`config.mk`:
```
export PLATFORM = sky130hd
export DESIGN_NAME = scarv_ccx_memif_arb_flat
export DESIGN_NICKNAME = d
export VERILOG_FILES = /design/src/rtl/scarv_ccx_pkg.sv /design/src/rtl/scarv_ccx_memif.sv /design/src/rtl/scarv_ccx_rr_arb2.sv /design/src/rtl/scarv_ccx_memif_arb.sv /design/src/flat_wrapper.sv
export SDC_FILE = /design/constraint.sdc
export NUM_CORES = 1
export LEC_CHECK = 0
export CAP_MARGIN = 20
export CORE_AREA = 2 2 120 122
export DETAILED_ROUTE_END_ITERATION = 10
export DIE_AREA = 0 0 122 124
export GPL_TIMING_DRIVEN = 1
export HOLD_SLACK_MARGIN = 0.06
export SLEW_MARGIN = 40
export SYNTH_ARGS = -nofsm -noshare
export SYNTH_HDL_FRONTEND = slang
export SYNTH_HIERARCHICAL = 1
export SYNTH_SLANG_ARGS = --single-unit
```
`constraint.sdc`:
```
create_clock -name g_clk -period 3.7 [get_ports g_clk]
set_clock_uncertainty 0.15 [all_clocks]
set_input_delay 1.11 -clock g_clk [delete_from_list [all_inputs] [get_ports g_clk]]
set_output_delay 1.11 -clock g_clk [all_outputs]
set_load 0.1 [all_outputs]
```
`src/rtl/scarv_ccx_pkg.sv`:
```
// Shared types for the CCX memory-interface arbiter: requester select encoding.
package scarv_ccx_pkg;

  typedef logic memif_sel_t;

  localparam memif_sel_t SEL_M0 = 1'b0;
  localparam memif_sel_t SEL_M1 = 1'b1;

endpackage

```
`src/rtl/scarv_ccx_memif.sv`:
```
// Request/grant memory interface. A requester holds req and its payload until
// gnt; rdata/error come back one cycle after the accepting cycle.
interface scarv_ccx_memif #(
  parameter int AW = 32,
  parameter int DW = 32
) ();

  logic            req;
  logic            gnt;
  logic            wen;
  logic [DW/8-1:0] strb;
  logic [DW-1:0]   wdata;
  logic [DW-1:0]   rdata;
  logic [AW-1:0]   addr;
  logic            error;

  // Requester side drives the request, responder side drives grant/response.
  modport REQ (output req, wen, strb, wdata, addr, input gnt, rdata, error);
  modport RSP (input req, wen, strb, wdata, addr, output gnt, rdata, error);

endinterface

```
`src/rtl/scarv_ccx_rr_arb2.sv`:
```
// Two-way requester select: a locked (presented, not yet granted) request keeps
// the port; otherwise a lone requester wins and ties go by priority mode.
module scarv_ccx_rr_arb2
  import scarv_ccx_pkg::*;
#(
  parameter bit FIXED_PRIO = 1'b0
) (
  input  logic [1:0] req,
  input  logic       lock,
  input  memif_sel_t lock_sel,
  input  memif_sel_t last,
  output memif_sel_t sel
);

  // Pick the requester to forward; idle parks on the last winner.
  always_comb begin
    // NOTE: every output gets a default first so no path can infer a latch.
    sel = last;
    if (lock && req[lock_sel]) begin
      // A locked requester that dropped req loses the lock immediately.
      sel = lock_sel;
    end else begin
      unique case (req)
        2'b01:   sel = SEL_M0;
        2'b10:   sel = SEL_M1;
        2'b11:   sel = FIXED_PRIO ? SEL_M0 : ~last;
        default: sel = last;
      endcase
    end
  end

endmodule

```
`src/rtl/scarv_ccx_memif_arb.sv`:
```
// 2:1 arbiter merging the instruction (m0) and data (m1) memory ports onto a
// single CCX memory port. Request and grant pass through combinationally;
// responses are steered back to the requester accepted in the previous cycle.
module scarv_ccx_memif_arb
  import scarv_ccx_pkg::*;
#(
  parameter int AW         = 32,
  parameter int DW         = 32,
  parameter int FIXED_PRIO = 0
) (
  input  logic            g_clk,
  input  logic            g_resetn,
  scarv_ccx_memif.RSP     m0,
  scarv_ccx_memif.RSP     m1,
  scarv_ccx_memif.REQ     s
);

  logic       lock_q, lock_d;
  memif_sel_t lock_sel_q, lock_sel_d;
  memif_sel_t last_q, last_d;
  logic       rsp_v_q, rsp_v_d;
  memif_sel_t rsp_sel_q, rsp_sel_d;

  memif_sel_t      sel;
  logic            fwd_req;
  logic            fwd_wen;
  logic [DW/8-1:0] fwd_strb;
  logic [DW-1:0]   fwd_wdata;
  logic [AW-1:0]   fwd_addr;
  logic            s_req;
  logic            accept;

  scarv_ccx_rr_arb2 #(
    .FIXED_PRIO (FIXED_PRIO != 0)
  ) u_sel (
    .req      ({m1.req, m0.req}),
    .lock     (lock_q),
    .lock_sel (lock_sel_q),
    .last     (last_q),
    .sel      (sel)
  );

  // Mux the selected requester's payload onto the shared port.
  always_comb begin
    fwd_req   = m0.req;
    fwd_wen   = m0.wen;
    fwd_strb  = m0.strb;
    fwd_wdata = m0.wdata;
    fwd_addr  = m0.addr;
    if (sel == SEL_M1) begin
      fwd_req   = m1.req;
      fwd_wen   = m1.wen;
      fwd_strb  = m1.strb;
      fwd_wdata = m1.wdata;
      fwd_addr  = m1.addr;
    end
    s_req  = g_resetn && fwd_req;
    accept = s_req && s.gnt;
  end

  assign s.req   = s_req;
  assign s.wen   = fwd_wen;
  assign s.strb  = fwd_strb;
  assign s.wdata = fwd_wdata;
  assign s.addr  = fwd_addr;

  // Grant only the selected requester; responses go back to the latched owner.
  assign m0.gnt   = g_resetn && s.gnt && (sel == SEL_M0);
  assign m1.gnt   = g_resetn && s.gnt && (sel == SEL_M1);
  assign m0.rdata = s.rdata;
  assign m1.rdata = s.rdata;
  assign m0.error = g_resetn && s.error && rsp_v_q && (rsp_sel_q == SEL_M0);
  assign m1.error = g_resetn && s.error && rsp_v_q && (rsp_sel_q == SEL_M1);

  // Next state: lock onto a stalled request, record winner and response owner.
  always_comb begin
    lock_d     = 1'b0;
    lock_sel_d = lock_sel_q;
    last_d     = last_q;
    rsp_v_d    = accept;
    rsp_sel_d  = sel;
    if (s_req && !s.gnt) begin
      lock_d     = 1'b1;
      lock_sel_d = sel;
    end else if (accept) begin
      last_d = sel;
    end
  end

  // State register with synchronous reset; last=1 lets m0 win the first tie.
  always_ff @(posedge g_clk) begin
    // NOTE: reset is sampled on the clock edge only, so it sits inside the
    // edge-triggered block rather than in the sensitivity list.
    if (!g_resetn) begin
      lock_q     <= 1'b0;
      lock_sel_q <= SEL_M0;
      last_q     <= SEL_M1;
      rsp_v_q    <= 1'b0;
      rsp_sel_q  <= SEL_M0;
    end else begin
      // NOTE: non-blocking assignments keep every flop updating from the
      // values present before the edge.
      lock_q     <= lock_d;
      lock_sel_q <= lock_sel_d;
      last_q     <= last_d;
      rsp_v_q    <= rsp_v_d;
      rsp_sel_q  <= rsp_sel_d;
    end
  end

endmodule

```
`src/flat_wrapper.sv`:
```
// flat-port wrapper written by rule: the top's interface ports become plain ports
module scarv_ccx_memif_arb_flat import scarv_ccx_pkg::*;
#(
  parameter int AW         = 32,
  parameter int DW         = 32,
  parameter int FIXED_PRIO = 0
)
  (g_clk, g_resetn, m0_req, m0_wen, m0_strb, m0_wdata, m0_addr, m0_gnt, m0_rdata, m0_error, m1_req, m1_wen, m1_strb, m1_wdata, m1_addr, m1_gnt, m1_rdata, m1_error, s_req, s_wen, s_strb, s_wdata, s_addr, s_gnt, s_rdata, s_error);
  scarv_ccx_memif #(.AW(AW), .DW(DW)) m0_i ();
  scarv_ccx_memif #(.AW(AW), .DW(DW)) m1_i ();
  scarv_ccx_memif #(.AW(AW), .DW(DW)) s_i ();
  input  logic g_clk;
  input  logic g_resetn;
  input wire logic [$bits(m0_i.req)-1:0] m0_req;
  input wire logic [$bits(m0_i.wen)-1:0] m0_wen;
  input wire logic [$bits(m0_i.strb)-1:0] m0_strb;
  input wire logic [$bits(m0_i.wdata)-1:0] m0_wdata;
  input wire logic [$bits(m0_i.addr)-1:0] m0_addr;
  output wire logic [$bits(m0_i.gnt)-1:0] m0_gnt;
  output wire logic [$bits(m0_i.rdata)-1:0] m0_rdata;
  output wire logic [$bits(m0_i.error)-1:0] m0_error;
  input wire logic [$bits(m1_i.req)-1:0] m1_req;
  input wire logic [$bits(m1_i.wen)-1:0] m1_wen;
  input wire logic [$bits(m1_i.strb)-1:0] m1_strb;
  input wire logic [$bits(m1_i.wdata)-1:0] m1_wdata;
  input wire logic [$bits(m1_i.addr)-1:0] m1_addr;
  output wire logic [$bits(m1_i.gnt)-1:0] m1_gnt;
  output wire logic [$bits(m1_i.rdata)-1:0] m1_rdata;
  output wire logic [$bits(m1_i.error)-1:0] m1_error;
  output wire logic [$bits(s_i.req)-1:0] s_req;
  output wire logic [$bits(s_i.wen)-1:0] s_wen;
  output wire logic [$bits(s_i.strb)-1:0] s_strb;
  output wire logic [$bits(s_i.wdata)-1:0] s_wdata;
  output wire logic [$bits(s_i.addr)-1:0] s_addr;
  input wire logic [$bits(s_i.gnt)-1:0] s_gnt;
  input wire logic [$bits(s_i.rdata)-1:0] s_rdata;
  input wire logic [$bits(s_i.error)-1:0] s_error;
  assign m0_i.req = m0_req;
  assign m0_i.wen = m0_wen;
  assign m0_i.strb = m0_strb;
  assign m0_i.wdata = m0_wdata;
  assign m0_i.addr = m0_addr;
  assign m0_gnt = m0_i.gnt;
  assign m0_rdata = m0_i.rdata;
  assign m0_error = m0_i.error;
  assign m1_i.req = m1_req;
  assign m1_i.wen = m1_wen;
  assign m1_i.strb = m1_strb;
  assign m1_i.wdata = m1_wdata;
  assign m1_i.addr = m1_addr;
  assign m1_gnt = m1_i.gnt;
  assign m1_rdata = m1_i.rdata;
  assign m1_error = m1_i.error;
  assign s_req = s_i.req;
  assign s_wen = s_i.wen;
  assign s_strb = s_i.strb;
  assign s_wdata = s_i.wdata;
  assign s_addr = s_i.addr;
  assign s_i.gnt = s_gnt;
  assign s_i.rdata = s_rdata;
  assign s_i.error = s_error;
  scarv_ccx_memif_arb #(.AW(AW), .DW(DW), .FIXED_PRIO(FIXED_PRIO)) u_core (.g_clk(g_clk), .g_resetn(g_resetn), .m0(m0_i), .m1(m1_i), .s(s_i));
endmodule
```
# ---- After elaboration in Yosys (flattened, before gate mapping)
# Cells that the tools add are included.
dict set report word_totals {
  register_bits 5
  latch_bits 0
  ram_bits 0
  romBits 0
  inputBits 176
  out_inout_bits 138
  elab_cells 36
  mem_count 0
}
dict set report classes {
  n_addsub 0
  mul 0
  div_mod_pow 0
  order_cmp 1
  eq_ne 3
  shifts 0
  muxes 10
  bitwise 4
  reduce_logical 13
}
# cell n
set op_table {}
lappend op_table {{two-way mux 32 bit} 2}
lappend op_table {{logical AND 1 bit} 11}
lappend op_table {{two-way mux 1 bit} 6}
lappend op_table {{equality test 2 bit (second input constant)} 2}
lappend op_table {{two-way mux 4 bit} 1}
lappend op_table {{inverter 1 bit} 4}
lappend op_table {{case mux 1 bit (3 select lines)} 1}
lappend op_table {{equality test 2 x 1 -> 1 bit (second input constant)} 1}
lappend op_table {{less-than comparator 1 x 2 -> 1 bit (second input constant)} 1}
lappend op_table {{AND reduction 2 bit} 1}
lappend op_table {{logical NOT 1 bit} 1}

# ---- Longest topological paths before layout
dict set report logic_depth {
  word_depth 9
  ltp_mapped 7
  ltp_nobuf 4
}

# ---- Hierarchy
# Netlist, hierarchy kept.
# mod instances cells_each area_each_um2 seq_area_each_um2
set modules_own_cells {}
lappend modules_own_cells {scarv_ccx_memif_arb 1 168 1642.8 100.1}
lappend modules_own_cells {scarv_ccx_rr_arb2 1 5 36.3 0.0}

# ---- Least setup slack after synthesis
# No wires, ideal clock.
dict set report synth_timing {
  path_kind {input to output}
  startpoint {input m1_req}
  endpoint {output s_req}
  t_arrival_ns 3.128
  required_ns 2.440
  path_slack_ns -0.688
  path_stages 6
  path_buffers 2
  cell_sequence {inv_1 > o32ai_2 > buf_6 > buf_6 > mux2i_1 > nor2b_1}
}
dict set report synth_via {
  elab_chain_len 6
  elab_cells_between_ends 10
}
# item line_no
set synth_rtl {}
lappend synth_rtl {{from (decl)} flat_wrapper.sv:22} ;# input wire logic [$bits(m1_i.req)-1:0] m1_req;
lappend synth_rtl {{parallel branches: the longest is 3 deep, another holds case mux 1 bit (3 select lines)} --}
lappend synth_rtl {{two-way mux 1 bit (*)} scarv_ccx_rr_arb2.sv:19} ;# if (lock && req[lock_sel]) begin
lappend synth_rtl {{net u_core.rsp_sel_d} scarv_ccx_memif_arb.sv:22} ;# memif_sel_t rsp_sel_q, rsp_sel_d;
lappend synth_rtl {{two-way mux 1 bit (*)} scarv_ccx_memif_arb.sv:50} ;# if (sel == SEL_M1) begin
lappend synth_rtl {{logical AND 1 bit (*)} scarv_ccx_memif_arb.sv:57} ;# s_req = g_resetn && fwd_req;
lappend synth_rtl {{to (decl)} flat_wrapper.sv:30} ;# output wire logic [$bits(s_i.req)-1:0] s_req;
# Mark *: on every way through the listed nets, which the timed path passes. The select of a mux whose other input is x is not followed.

# ---- Worst setup path in the final report
dict set report layout_timing {
  startpoint {input m1_req}
  endpoint {output s_addr[21]}
}
dict set report layout_via {
  elab_chain_len 5
  elab_cells_between_ends 9
}
# item line_no
set layout_rtl {}
lappend layout_rtl {{parallel branches: the longest is 3 deep, another holds case mux 1 bit (3 select lines)} --}
lappend layout_rtl {{two-way mux 1 bit (*)} scarv_ccx_rr_arb2.sv:19}
lappend layout_rtl {{net u_core.rsp_sel_d} scarv_ccx_memif_arb.sv:22}
lappend layout_rtl {{two-way mux 32 bit (*)} scarv_ccx_memif_arb.sv:50}
lappend layout_rtl {{to (decl)} flat_wrapper.sv:34} ;# output wire logic [$bits(s_i.addr)-1:0] s_addr;
# Marks and branches as above.

==> results.ini <==
[outcome]
status=finished with violations
violations=negative setup slack

[die]
die_w_um=122
die_h_um=124
num_io_pins=314
dieArea_sq_mm=0.0151
coreArea_sq_mm=0.0137
rows=43
start_util_pct=12.2

[power]
max-vdd-ir-drop_v=0.000162
p_per_area_mw_per_mm2=318
power.leakage_nw=2.12

[worst_setup_path]
cp.buffers_inverters=7
criticalPathCategory=in2out
crit_chain=buf_6, buf_6, nor2_4, o32ai_4, buf_6, buf_8, buf_16, buf_8, mux2_4, buf_12
critPathMaxFanout=6
worstSetupStartpointType=input pin
critPathMaxStageDelay_ns=0.31
cp_top_family=buffers and inverters
end_kind=output port
cp_common_cell=buf_6
slowest_stage=mux2_4
arrival_ns=2.52
required_ns=2.44

[logic_synthesis]
synth.ff_latch_count=5
ys.flop_type=dfxtp_1
netlist_top_cells_count=64 x buf_4, 46 x mux2_2, 23 x mux2_4, 6 x nor2_1
netlist_area_sq_mm=0.00168
synth_area_per_cell_sq_um=9.71
post-synth-top-count-cell=buf_4
ys_top_cells_by_area=mux2_2 31%, buf_4 29%, mux2_4 21%
synth_top_area_share_pct=30.8
synth-edff-count=0
yosysTopAreaCell=mux2_2
postSynthCellCount=173
synth_nets=349
ys_seq_area_share_pct=5.96
postSynth.asyncResetShare_pct=0
ys_types=21
yosysWarningCount=6

[placed_design]
placed_cell_area_sq_mm=0.00439
place_congestion=0.752
hpwl_um=6860
dpl.cell_count=505
numPortBuffers=217

[final_layout]
fin_util_pct=35.4
stdcell_count=524
final_nets=521
seq_area_sq_um=100
antenna_cells=0
drive_gt1_share_pct=52.6
fill_cells=1349
area_growth_pct=190
fin_area_sq_mm=0.00486
multi_input_area_sq_mm=0.00120

[sta]
fin_ws_ns=-0.0824
fin_setup_tns_ns=-1.64
setup_viol=23
post-route-min-period_ns=3.78
rsz0062_at_grt=true
relSlewSlack_pct=81.7
hold_slack_ns=0.334
fmax_ghz=0.264
tightest_slew_ns=0.274
fin_crit_sh_pct=102
hold_violations=0
slew_violations=0

[route]
postRouteAntennaNets=0
finalWirelength_um=8380
dr.pass1.iters=2
via_per_inst=3.66
drc=0
drt_iter0_markers=20
wl_per_cell_um=16.0
vias=1917

[global_route]
grt_max_degree=18
overflow=0
antenna_found_initial=0
grt_usage_pct=10.4
grt_pass1_wl_um=12000
grt_pass1_vias=2241

[clock_network]
cts_tree=yes
h-tree-depth=1
clk_path_buf_depth=2
clk_pin_slew_ns=0.03
cts-buffers-inserted=3
clock-sinks=5
root_buffer=clkbuf_16
clk-insertion-delay-late_ns=0.23

[run]
maxCapViolCount=0

[min_path]
hold_class=reg2reg

routing by layer:
layer,global-route usage [%],vias up,wire length (um)
met4,3.30,0,214
met2,21.4,167,4530
met3,4.35,18,1160
li1,-,870,-
met5,0,-,0
met1,8.98,862,2470
cell type report:
cell class | instances | share of cell area (%)
timing repair buffer | 240 | 66.9
multi-input combinational | 92 | 24.6
tap | 180 | 4.63
sequential | 5 | 2.06
clock buffer | 4 | 1.62
inverter | 3 | 0.232
cell families (layout without fill, tap and decap cells):
logic type | count (synthesis) | in the layout | synth area share, %
buffers and inverters | 76 | 247 | 33.8
muxes | 70 | 70 | 52.0
and+or+nand+nor | 18 | 18 | 5.44
DFF | 5 | 5 | 5.96
AOI/OAI and AO/OA | 4 | 4 | 2.76
worst paths after layout:
kind	start	end	slack, ns	cells after the start
max	m1_req	s_addr[21]	-0.08	10
min	u_core/lock_sel_q	u_core/lock_sel_q	0.33	2
max reg2reg	u_core/last_q	u_core/lock_sel_q	1.58	10
min reg2reg	u_core/lock_sel_q	u_core/lock_sel_q	0.33	2
per-stage QoR:
step	worst slack, ns	power, mW
floorplan	-0.0629	1.09
global placement	-0.526	1.28
detailed placement	-0.553	1.29
CTS	-0.0786	1.55
global route	-0.129	1.59
finish	-0.0824	1.55
repair_timing:
action	CTS	global route
hold buffers	0	0
resized for setup	45	17
setup buffers	13	0
pin swaps	2	1
setup endpoints to repair	72	59
gates cloned	4	0
tightest hold or removal path, delay by kind of cell, from the launching register on:
family                 cells  cell delay (ns)
flip-flops                 1             0.31
buffers and inverters      1             0.06
AO/OA/AOI/OAI              1             0.05
registers in the layout, indices dropped and copies added, names as in the netlist:
| register | cells |
|---|---|
| u_core/last_q | 1 |
| u_core/lock_q | 1 |
| u_core/lock_sel_q | 1 |
| u_core/rsp_sel_q | 1 |
| u_core/rsp_v_q | 1 |
cells in the final DEF, fill, tap and decap left out, types with 3 or more instances in the layout:
cell	n
clkdlybuf4s50_1	141
buf_12	79
mux2_4	63
buf_4	9
mux2_2	6
dfxtp_1	5
buf_16	4
buf_6	4
clkbuf_16	3
nor2_2	3
where the power goes:
group,internal [mW],switching [mW]
clock network,0.143,0.0379
logic,0.582,0.726
registers,0.0572,0.00175
total,0.782,0.765
Note: power is estimated with default switching activity, not from simulation.
